### src/rtl/lcd_timing_pkg.sv
// Shared timing defaults, sync polarities and region-bound helper for the LCD raster generator.
package lcd_timing_pkg;

  localparam int DEF_H_ACTIVE = 800;
  localparam int DEF_H_FP     = 40;
  localparam int DEF_H_SYNC   = 128;
  localparam int DEF_H_BP     = 88;
  localparam int DEF_V_ACTIVE = 480;
  localparam int DEF_V_FP     = 1;
  localparam int DEF_V_SYNC   = 3;
  localparam int DEF_V_BP     = 41;
  localparam bit DEF_HS_ACT   = 1'b0;
  localparam bit DEF_VS_ACT   = 1'b0;

  typedef struct packed {
    int sync_end;
    int bp_end;
    int act_end;
  } region_t;

  // Regions run SYNC, BP, ACTIVE, FP from position 0; each bound is exclusive.
  function automatic region_t calc_bounds(input int sync_w, input int bp_w, input int act_w);
    region_t r;
    r.sync_end = sync_w;
    r.bp_end   = sync_w + bp_w;
    r.act_end  = sync_w + bp_w + act_w;
    return r;
  endfunction

endpackage

### src/rtl/lcd_axis_cnt.sv
// One raster axis: wrapping position counter with step enable, carry and decode of the
// position it is about to present (so the parent can register aligned outputs).
module lcd_axis_cnt
  import lcd_timing_pkg::*;
#(
  parameter int W    = 11,
  parameter int SYNC = 1,
  parameter int BP   = 1,
  parameter int ACT  = 1,
  parameter int FP   = 1
) (
  input  logic         clk_i,
  input  logic         rst_ni,
  input  logic         step_i,
  output logic [W-1:0] cnt_d_o,
  output logic         carry_o,
  output logic         sync_d_o,
  output logic         act_d_o,
  output logic [W-1:0] pos_d_o
);

  localparam int      TOTAL = SYNC + BP + ACT + FP;
  localparam region_t B     = calc_bounds(SYNC, BP, ACT);

  logic [W-1:0] cnt_q, cnt_d;

  assign carry_o = (cnt_q == W'(TOTAL - 1));

  always_comb begin
    cnt_d = cnt_q;
    if (step_i) cnt_d = carry_o ? '0 : cnt_q + W'(1);
  end

  // Parked on the last position so the first step lands on 0.
  always_ff @(posedge clk_i or negedge rst_ni) begin
    if (!rst_ni) cnt_q <= W'(TOTAL - 1);
    else         cnt_q <= cnt_d;
  end

  assign cnt_d_o  = cnt_d;
  assign sync_d_o = (cnt_d < W'(B.sync_end));
  assign act_d_o  = (cnt_d >= W'(B.bp_end)) && (cnt_d < W'(B.act_end));
  assign pos_d_o  = cnt_d - W'(B.bp_end);

endmodule

### src/rtl/lcd_timing_gen.sv
// Parametrised LCD/VGA raster timing generator with registered, mutually aligned outputs.
// Optional linear pixel index output oPIX_ADDR enabled by defining LCD_TIMING_PIX_ADDR_EN.
module lcd_timing_gen
  import lcd_timing_pkg::*;
#(
  parameter int H_ACTIVE = DEF_H_ACTIVE,
  parameter int H_FP     = DEF_H_FP,
  parameter int H_SYNC   = DEF_H_SYNC,
  parameter int H_BP     = DEF_H_BP,
  parameter int V_ACTIVE = DEF_V_ACTIVE,
  parameter int V_FP     = DEF_V_FP,
  parameter int V_SYNC   = DEF_V_SYNC,
  parameter int V_BP     = DEF_V_BP,
  parameter bit HS_ACT   = DEF_HS_ACT,
  parameter bit VS_ACT   = DEF_VS_ACT,
  parameter int XW       = 11,
  parameter int YW       = 10
) (
  input  logic          iCLK,
  input  logic          iRST_n,
  input  logic          iEN,
  output logic [XW-1:0] oX_CNT,
  output logic [YW-1:0] oY_CNT,
  output logic          oHS,
  output logic          oVS,
  output logic          oDE,
  output logic [XW-1:0] oPX_X,
  output logic [YW-1:0] oPX_Y,
  output logic          oSOF,
  output logic          oEOL
`ifdef LCD_TIMING_PIX_ADDR_EN
  ,
  output logic [XW+YW-1:0] oPIX_ADDR
`endif
);

  localparam int H_TOTAL = H_ACTIVE + H_FP + H_SYNC + H_BP;
  localparam int V_TOTAL = V_ACTIVE + V_FP + V_SYNC + V_BP;

  if (H_ACTIVE < 1 || H_FP < 1 || H_SYNC < 1 || H_BP < 1 ||
      V_ACTIVE < 1 || V_FP < 1 || V_SYNC < 1 || V_BP < 1) begin : g_bad_region
    $error("lcd_timing_gen: every active/porch/sync width must be at least 1");
  end
  if (H_TOTAL > 2**XW || V_TOTAL > 2**YW) begin : g_bad_width
    $error("lcd_timing_gen: raster total does not fit the X/Y counter width");
  end

  logic [XW-1:0] x_d, x_pos_d;
  logic [YW-1:0] y_d, y_pos_d;
  logic          x_carry, y_carry, x_sync_d, y_sync_d, x_act_d, y_act_d;

  lcd_axis_cnt #(.W(XW), .SYNC(H_SYNC), .BP(H_BP), .ACT(H_ACTIVE), .FP(H_FP)) u_x (
    .clk_i(iCLK), .rst_ni(iRST_n), .step_i(iEN),
    .cnt_d_o(x_d), .carry_o(x_carry), .sync_d_o(x_sync_d), .act_d_o(x_act_d), .pos_d_o(x_pos_d)
  );

  lcd_axis_cnt #(.W(YW), .SYNC(V_SYNC), .BP(V_BP), .ACT(V_ACTIVE), .FP(V_FP)) u_y (
    .clk_i(iCLK), .rst_ni(iRST_n), .step_i(iEN & x_carry),
    .cnt_d_o(y_d), .carry_o(y_carry), .sync_d_o(y_sync_d), .act_d_o(y_act_d), .pos_d_o(y_pos_d)
  );

  logic          de_d, sof_d, eol_d, hs_d, vs_d;
  logic [XW-1:0] px_x_d;
  logic [YW-1:0] px_y_d;

  assign de_d   = x_act_d & y_act_d;
  assign sof_d  = x_carry & y_carry;
  assign eol_d  = (x_d == XW'(H_TOTAL - 1));
  assign hs_d   = x_sync_d ? HS_ACT : ~HS_ACT;
  assign vs_d   = y_sync_d ? VS_ACT : ~VS_ACT;
  assign px_x_d = de_d ? x_pos_d : '0;
  assign px_y_d = de_d ? y_pos_d : '0;

  logic [XW-1:0] x_q, px_x_q;
  logic [YW-1:0] y_q, px_y_q;
  logic          hs_q, vs_q, de_q, sof_q, eol_q;

  always_ff @(posedge iCLK or negedge iRST_n) begin
    if (!iRST_n) begin
      x_q    <= '0;
      y_q    <= '0;
      hs_q   <= ~HS_ACT;
      vs_q   <= ~VS_ACT;
      de_q   <= 1'b0;
      px_x_q <= '0;
      px_y_q <= '0;
      sof_q  <= 1'b0;
      eol_q  <= 1'b0;
    end else if (iEN) begin
      x_q    <= x_d;
      y_q    <= y_d;
      hs_q   <= hs_d;
      vs_q   <= vs_d;
      de_q   <= de_d;
      px_x_q <= px_x_d;
      px_y_q <= px_y_d;
      sof_q  <= sof_d;
      eol_q  <= eol_d;
    end
  end

  assign oX_CNT = x_q;
  assign oY_CNT = y_q;
  assign oHS    = hs_q;
  assign oVS    = vs_q;
  assign oDE    = de_q;
  assign oPX_X  = px_x_q;
  assign oPX_Y  = px_y_q;
  assign oSOF   = sof_q;
  assign oEOL   = eol_q;

`ifdef LCD_TIMING_PIX_ADDR_EN
  // pix_cnt_q is the index the next active pixel will get; no multiplier needed.
  logic [XW+YW-1:0] pix_cnt_q, pix_addr_q;

  always_ff @(posedge iCLK or negedge iRST_n) begin
    if (!iRST_n) begin
      pix_cnt_q  <= '0;
      pix_addr_q <= '0;
    end else if (iEN) begin
      if (sof_d) begin
        pix_cnt_q  <= '0;
        pix_addr_q <= '0;
      end else if (de_d) begin
        pix_addr_q <= pix_cnt_q;
        pix_cnt_q  <= pix_cnt_q + (XW+YW)'(1);
      end
    end
  end

  assign oPIX_ADDR = pix_addr_q;
`endif

endmodule
### config.mk
export PLATFORM = sky130hd
export DESIGN_NAME = lcd_timing_gen
export DESIGN_NICKNAME = d
export VERILOG_FILES = /design/src/rtl/lcd_timing_pkg.sv /design/src/rtl/lcd_axis_cnt.sv /design/src/rtl/lcd_timing_gen.sv
export SDC_FILE = /design/constraint.sdc
export NUM_CORES = 1
export LEC_CHECK = 0
export ABC_CLOCK_PERIOD_IN_PS = 5100
export CORE_ASPECT_RATIO = 1.25
export CORE_MARGIN = 5
export CORE_UTILIZATION = 35
export CTS_CLUSTER_DIAMETER = 60
export CTS_CLUSTER_SIZE = 20
export DETAILED_ROUTE_END_ITERATION = 7
export PLACE_DENSITY = 0.62
export REMOVE_ABC_BUFFERS = 1
export SETUP_SLACK_MARGIN = 0.5
export SLEW_MARGIN = 20
export SYNTH_ARGS = -nofsm -noshare
export SYNTH_HDL_FRONTEND = slang
export SYNTH_SLANG_ARGS = --single-unit
### constraint.sdc
create_clock -name iCLK -period 5.1 [get_ports iCLK]
set_clock_uncertainty 0.15 [all_clocks]
set_input_delay 0.51 -clock iCLK [delete_from_list [all_inputs] [get_ports iCLK]]
set_output_delay 0.51 -clock iCLK [all_outputs]
set_load 0.005 [all_outputs]
==> results.py, run 1 <==
metrics = {
    "run_status": {
        "outcome": "complete, no violations",
    },
    "die": {
        "die_h_um": 125,
        "initial_core_util": 0.354,
        "die_w_um": 102,
        "num_rows": 42,
        "die_area_um2": 12800,
        "coreArea_um2": 10500,
        "ios": 50,
    },
    "detailed_routing": {
        "vias": 2920,
        "drc": 0,
        "post_drt_wl_per_cell_um": 16.7,
        "final_antenna_net_count": 0,
        "wl_mm": 9.14,
        "drt_iter0_markers": 100,
        "dr.pass1.iters": 4,
        "avgViaCountPerCell": 5.33,
    },
    "layout": {
        "syn_to_final_growth_pct": 22.5,
        "nFillCells": 1053,
        "nets": 420,
        "diodes": 0,
        "drive_gt1_frac": 0.139,
        "final_common_cell": "dfrtp_1",
        "instances_no_fill": 548,
        "most-common-layout-cells": "57 x dfrtp_1, 47 x clkdlybuf4s50_1, 34 x nand2_1",
        "final_area_um2": 4560,
    },
    "synthesis": {
        "ys_seq_elements": 68,
        "synthFlopType": "dfrtp_1",
        "syn_inst": 372,
        "synth-xor-area-share": 0.0561,
        "ys_seq_area_frac": 0.461,
        "ys_top_cells_by_area": "dfrtp_1 38%, dfstp_2 7.8%, o2bb2ai_2 4.0%",
        "syn_area_um2": 3720,
        "synth-compound-area-share": 0.206,
        "synthSimpleGateAreaFrac": 0.188,
        "yosys.area.top_type": "dfrtp_1",
        "synth_top_family_by_area": "compound AO/OA/AOI/OAI gates",
        "synth_mux_area_frac": 0.0121,
        "async_flop_share": 1.00,
        "yosysTopAreaCellShare": 0.383,
        "synth.distinct_cells": 68,
        "ys_warn_count": 0,
        "syn_area_per_cell_um2": 10.0,
        "synth-edff-count": 0,
        "synthAdderAreaFrac": 0.0202,
    },
    "global_route": {
        "grt_pass1_wl_mm": 15.2,
        "overflow": 0,
        "grt_pass1_vias": 3019,
        "grt_usage": 0.150,
        "grt_max_degree": 69,
        "antenna_found_initial": 0,
    },
    "placed_design": {
        "placedCellCount": 532,
        "numPortBuffers": 49,
        "dpl.hpwl_mm": 6.45,
        "dpl_cell_area_um2": 4260,
        "place_congestion": 0.858,
    },
    "clock_tree": {
        "clkTransAtPathRegs_ps": 50,
        "cts_buffers": 9,
        "htreeDepth": 3,
        "cts_buffer_depth": 2,
        "clkLatencyLatePin_ps": 330,
        "post_cts_buffers": 0,
        "ctsResizeCount": 0,
        "cts_tree": "done",
        "root_buffer": "clkbuf_16",
        "ctsHoldBuffers": 0,
        "cts_sinks": 68,
    },
    "pwr": {
        "leakage_nw": 2.01,
        "p_seq_frac": 0.427,
        "p_clk_frac": 0.416,
        "p_int_mw": 1.12,
        "cellPowerDensity_nw_per_um2": 336,
        "p_switching_mw": 0.408,
        "pwr-share-comb": 0.157,
        "ir_worst_vdd_mv": 0.176,
        "p_sw_frac": 0.266,
    },
    "sta": {
        "slew_headroom": 0.340,
        "setup_viol_count_final": 0,
        "fin_setup_tns_ps": 0,
        "rsz0062_at_grt": "false",
        "hold_viol_final": 0,
        "tightest_slew_ps": 988,
        "period_minus_slack_ps": 3980,
        "fin_crit_sh": 0.781,
        "whs_ps": 243,
        "finalMaxSlewViolations": 0,
        "fmax_ghz": 0.251,
    },
    "critical_path": {
        "crit_fanout": 16,
        "critPathCaptureType": "flop",
        "cp-start-kind": "flop",
        "cp_slowest_stage_delay_ps": 800,
        "crit_required_ps": 5120,
        "critPathKind": "reg -> reg",
        "crit_top_cell": "ha_1",
        "cp_top_family": "compound AO/OA/AOI/OAI gates",
        "cpMaxStageDelayCell": "o311ai_4",
        "cp.arrival_ps": 4000,
        "crit_chain": "ha_1 > nand4_2 > a22oi_1 > and2_1 > inv_1 > ha_1 > nand3b_2 > and2_4 > o311ai_4 > o31ai_1",
        "cp.buffers_inverters": 1,
    },
    "job": {
        "max-cap-violations": 0,
    },
    "hold_path": {
        "min_path_type": "in -> async",
    },
}
## power groups by stage
stage,Combinational [mW],Clock [mW],Sequential (mW)
floorplan,0.136,0,0.653
global placement,0.244,0,0.657
detailed placement,0.244,0,0.662
CTS,0.246,0.654,0.654
global route,0.273,0.679,0.664
finish,0.241,0.637,0.654
## final cells by class
class / count / area [um^2] / share of cell area
clock buffers: 15 / 278 / 0.0609
repair buffers: 51 / 495 / 0.109
clock inverters: 1 / 30.0 / 0.00658
multi-input cells: 259 / 1800 / 0.394
well taps: 132 / 165 / 0.0362
inverters: 22 / 83.8 / 0.0184
flip-flops and latches: 68 / 1720 / 0.376
## worst reg2reg max path: stages (launching register included)
cell,delay [ps]
dfstp_2,570
ha_1,450
nand4_2,420
a22oi_1,340
and2_1,210
inv_1,70
ha_1,240
nand3b_2,230
and2_4,190
o311ai_4,800
o31ai_1,160
## logic make-up after synthesis
family / after synthesis
AO/OA/AOI/OAI: 97
flip-flops: 68
AND/OR/NAND/NOR: 129
adder cells (fa/ha/maj): 6
multiplexers: 4
XOR/XNOR: 23
buffers and inverters: 45
## per-stage QoR
stage | power (mW) | setup WS, ps | util
2_1_floorplan | 0.789 | 1720 | -
3_3_place_gp | 0.901 | 1250 | 0.405
3_5_place_dp | 0.906 | 1140 | 0.405
4_1_cts | 1.55 | 1110 | 0.434
5_1_grt | 1.62 | 765 | 0.434
6_report | 1.53 | 1120 | 0.434
## routing by layer
layer / wire [um] / global-route usage / vias to the layer above
met1: 3760 / 0.179 / 1428
li1: - / - / 1417
met5: 0 / 0 / -
met4: 289 / 0.0710 / 0
met2: 4820 / 0.253 / 53
met3: 266 / 0.0323 / 22
## cell usage after synthesis (3+ instances only)
| master | number |
|---|---|
| dfrtp_1 | 57 |
| nand2_1 | 34 |
| nor2_1 | 28 |
| o21ai_0 | 21 |
| inv_1 | 20 |
| a21oi_1 | 15 |
| nand3_1 | 14 |
| xor2_1 | 12 |
| dfstp_2 | 11 |
| o2bb2ai_2 | 10 |
| xnor2_1 | 10 |
| nor3_1 | 9 |
| clkbuf_1 | 8 |
| nand4_1 | 8 |
| o31ai_1 | 7 |
| ha_1 | 6 |
| a22o_1 | 5 |
| and3_1 | 5 |
| a21o_1 | 4 |
| a22oi_1 | 4 |
| a31oi_1 | 4 |
| and2_1 | 4 |
| and4_1 | 4 |
| buf_1 | 4 |
| buf_2 | 4 |
| buf_4 | 4 |
| mux2_2 | 4 |
| and4b_1 | 3 |
| buf_6 | 3 |
| nor2b_1 | 3 |
| or3_1 | 3 |
## flip-flops by register name (all words and copies together) (netlist names), 10 cells and up
name / count
oPX_X: 11
oX_CNT: 11
u_x.cnt_q: 11
oPX_Y: 10
oY_CNT: 10
u_y.cnt_q: 10
## worst paths after layout
| kind | from | end | slack [ps] | cells past startpoint |
|---|---|---|---|---|
| setup / recovery | u_x.cnt_q[1] | oPX_Y[6] | 1120 | 10 |
| hold / removal | iRST_n | oX_CNT[0] | 240 | 2 |
| setup reg to reg | u_x.cnt_q[1] | oPX_Y[6] | 1120 | 10 |
| hold reg to reg | oEOL | oEOL | 330 | 1 |
| max in group asynchronous | iRST_n | oY_CNT[4] | 4000 | 2 |
| min in group iCLK | oEOL | oEOL | 330 | 1 |
Note: power is estimated with default switching activity, not from simulation.
==> run 2, diff against run 1 <==
Settings changed: ABC_CLOCK_PERIOD_IN_PS 5100 to 4100.
Clock period 5.1 ns to 4.1 ns, I/O delays scaled along.
==> run 2 against run 1 <==
Against the previous run: die area unchanged; combinational power grew 32%; global-route usage grew 0.39 points; maximum frequency rose by 17%; via count increased by 3.4%; wire length is 4.2% higher; critical path depth is 3 higher; setup slack worse by 420 ps; clock-buffer cell count grew 1; utilization grew 1.4 points; final cell count is 2.6% higher; flip-flop and latch count is the same; critical path type unchanged; largest power group unchanged.
==> results.py, run 2 (synthesized netlist as in run 1, its figures left out) <==
metrics = {
    "clock_tree": {
        "root_buffer": "clkbuf_16",
        "cts_buffer_depth": 2,
        "clkTransAtPathRegs_ps": 50,
        "cts_sinks": 68,
        "cts_buffers": 9,
        "clkLatencyLatePin_ps": 330,
        "htreeDepth": 3,
        "cts_tree": "done",
    },
    "die": {
        "num_rows": 42,
        "initial_core_util": 0.354,
        "die_w_um": 102,
        "die_h_um": 125,
        "die_area_um2": 12800,
        "ios": 50,
        "coreArea_um2": 10500,
    },
    "detailed_routing": {
        "vias": 3018,
        "dr.pass1.iters": 4,
        "drc": 0,
        "wl_mm": 9.52,
        "avgViaCountPerCell": 5.37,
        "post_drt_wl_per_cell_um": 16.9,
        "final_antenna_net_count": 0,
        "drt_iter0_markers": 157,
    },
    "pwr": {
        "p_int_mw": 1.38,
        "p_sw_frac": 0.273,
        "p_switching_mw": 0.517,
        "leakage_nw": 2.08,
        "p_clk_frac": 0.403,
        "ir_worst_vdd_mv": 0.191,
        "pwr-share-comb": 0.167,
        "p_seq_frac": 0.430,
        "cellPowerDensity_nw_per_um2": 402,
        "total_power_mw": 1.90,
    },
    "run_status": {
        "outcome": "complete, no violations",
    },
    "placed_design": {
        "dpl.hpwl_mm": 6.61,
        "numPortBuffers": 49,
        "place_congestion": 0.911,
    },
    "layout": {
        "nets": 434,
        "drive_gt1_frac": 0.191,
        "final_common_cell": "dfrtp_1",
        "syn_to_final_growth_pct": 26.6,
        "diodes": 0,
        "most-common-layout-cells": "57 x dfrtp_1, 47 x clkdlybuf4s50_1, 33 x nand2_1",
    },
    "sta": {
        "setup_viol_count_final": 0,
        "rsz0062_at_grt": "false",
        "fin_setup_tns_ps": 0,
        "period_minus_slack_ps": 3400,
        "fin_crit_sh": 0.830,
        "slew_headroom": 0.493,
        "hold_viol_final": 0,
        "fmax_ghz": 0.294,
        "tightest_slew_ps": 760,
        "finalMaxSlewViolations": 0,
    },
    "critical_path": {
        "crit_required_ps": 4180,
        "cp-start-kind": "flop",
        "crit_fanout": 16,
        "critPathCaptureType": "flop",
        "cp.arrival_ps": 3480,
        "critPathKind": "reg -> reg",
    },
    "global_route": {
        "antenna_found_initial": 0,
        "overflow": 0,
        "grt_pass1_wl_mm": 15.6,
        "grt_max_degree": 51,
        "grt_usage": 0.154,
        "grt_pass1_vias": 3048,
    },
    "job": {
        "max-cap-violations": 0,
    },
    "hold_path": {
        "min_path_type": "in -> reg",
    },
}
## run 2: path summary, 6_finish.rpt
kind,slack (ps),cells after the start,end,from
setup / recovery,700,13,oPX_Y[8],u_y.cnt_q[0]
setup reg to reg,700,13,oPX_Y[8],u_y.cnt_q[0]
min in group asynchronous,510,2,oX_CNT[1],iRST_n
max in group asynchronous,2520,3,oHS,iRST_n
hold / removal,290,3,oPX_X[3],iEN
hold reg to reg,330,1,oEOL,oEOL
## run 2: critical path: stages, from the launching register on
cell and delay [ps]:
dfrtp_1 430, inv_1 80, ha_1 160, and4b_1 250, nand4b_1 260, a22oi_2 290
and2_4 190, inv_1 50, ha_1 230, a211o_1 280, o31ai_4 320, o311ai_4 150
buf_6 200, o31ai_1 250
## run 2: per-stage QoR
step,instances,setup slack [ps],hold slack [ps],util,cell area [um^2]
after floorplan,349,716,-35.6,-,3600
after global placement,534,494,316,0.406,4270
after detailed placement,534,368,319,0.406,4270
after CTS,550,527,156,0.437,4590
after global routing,562,486,299,0.449,4710
final,562,697,292,0.449,4710
## run 2: power by group through the flow
stage | sequential (mW) | combinational (mW) | clock, mW
2_1_floorplan | 0.812 | 0.170 | 0
3_3_place_gp | 0.819 | 0.305 | 0
3_5_place_dp | 0.823 | 0.309 | 0
4_1_cts | 0.813 | 0.314 | 0.780
5_1_grt | 0.827 | 0.355 | 0.809
6_report | 0.815 | 0.318 | 0.763
## run 2: repair_timing
action | in CTS | in global routing
buffers inserted | 0 | 11
setup endpoints to repair | 17 | 21
hold buffers | 0 | 1
endpoints found under the hold margin | 0 | 6
pin swaps | 0 | 6
resized for setup | 4 | 10
## run 2: final cells by class
type | instances | area (um^2)
Clock buffer | 16 | 302
Fill cell | 1003 | 5800
Inverter | 22 | 83.8
Multi-Input combinational cell | 259 | 1840
Sequential cell | 68 | 1720
Tap cell | 132 | 165
Timing Repair Buffer | 65 | 609
## run 2: per-layer routing
layer	vias up	track usage	wire length (um)
met5	-	0	0
met4	0	0.0680	335
met3	25	0.0329	371
met2	81	0.260	4920
met1	1474	0.186	3890
li1	1438	-	-
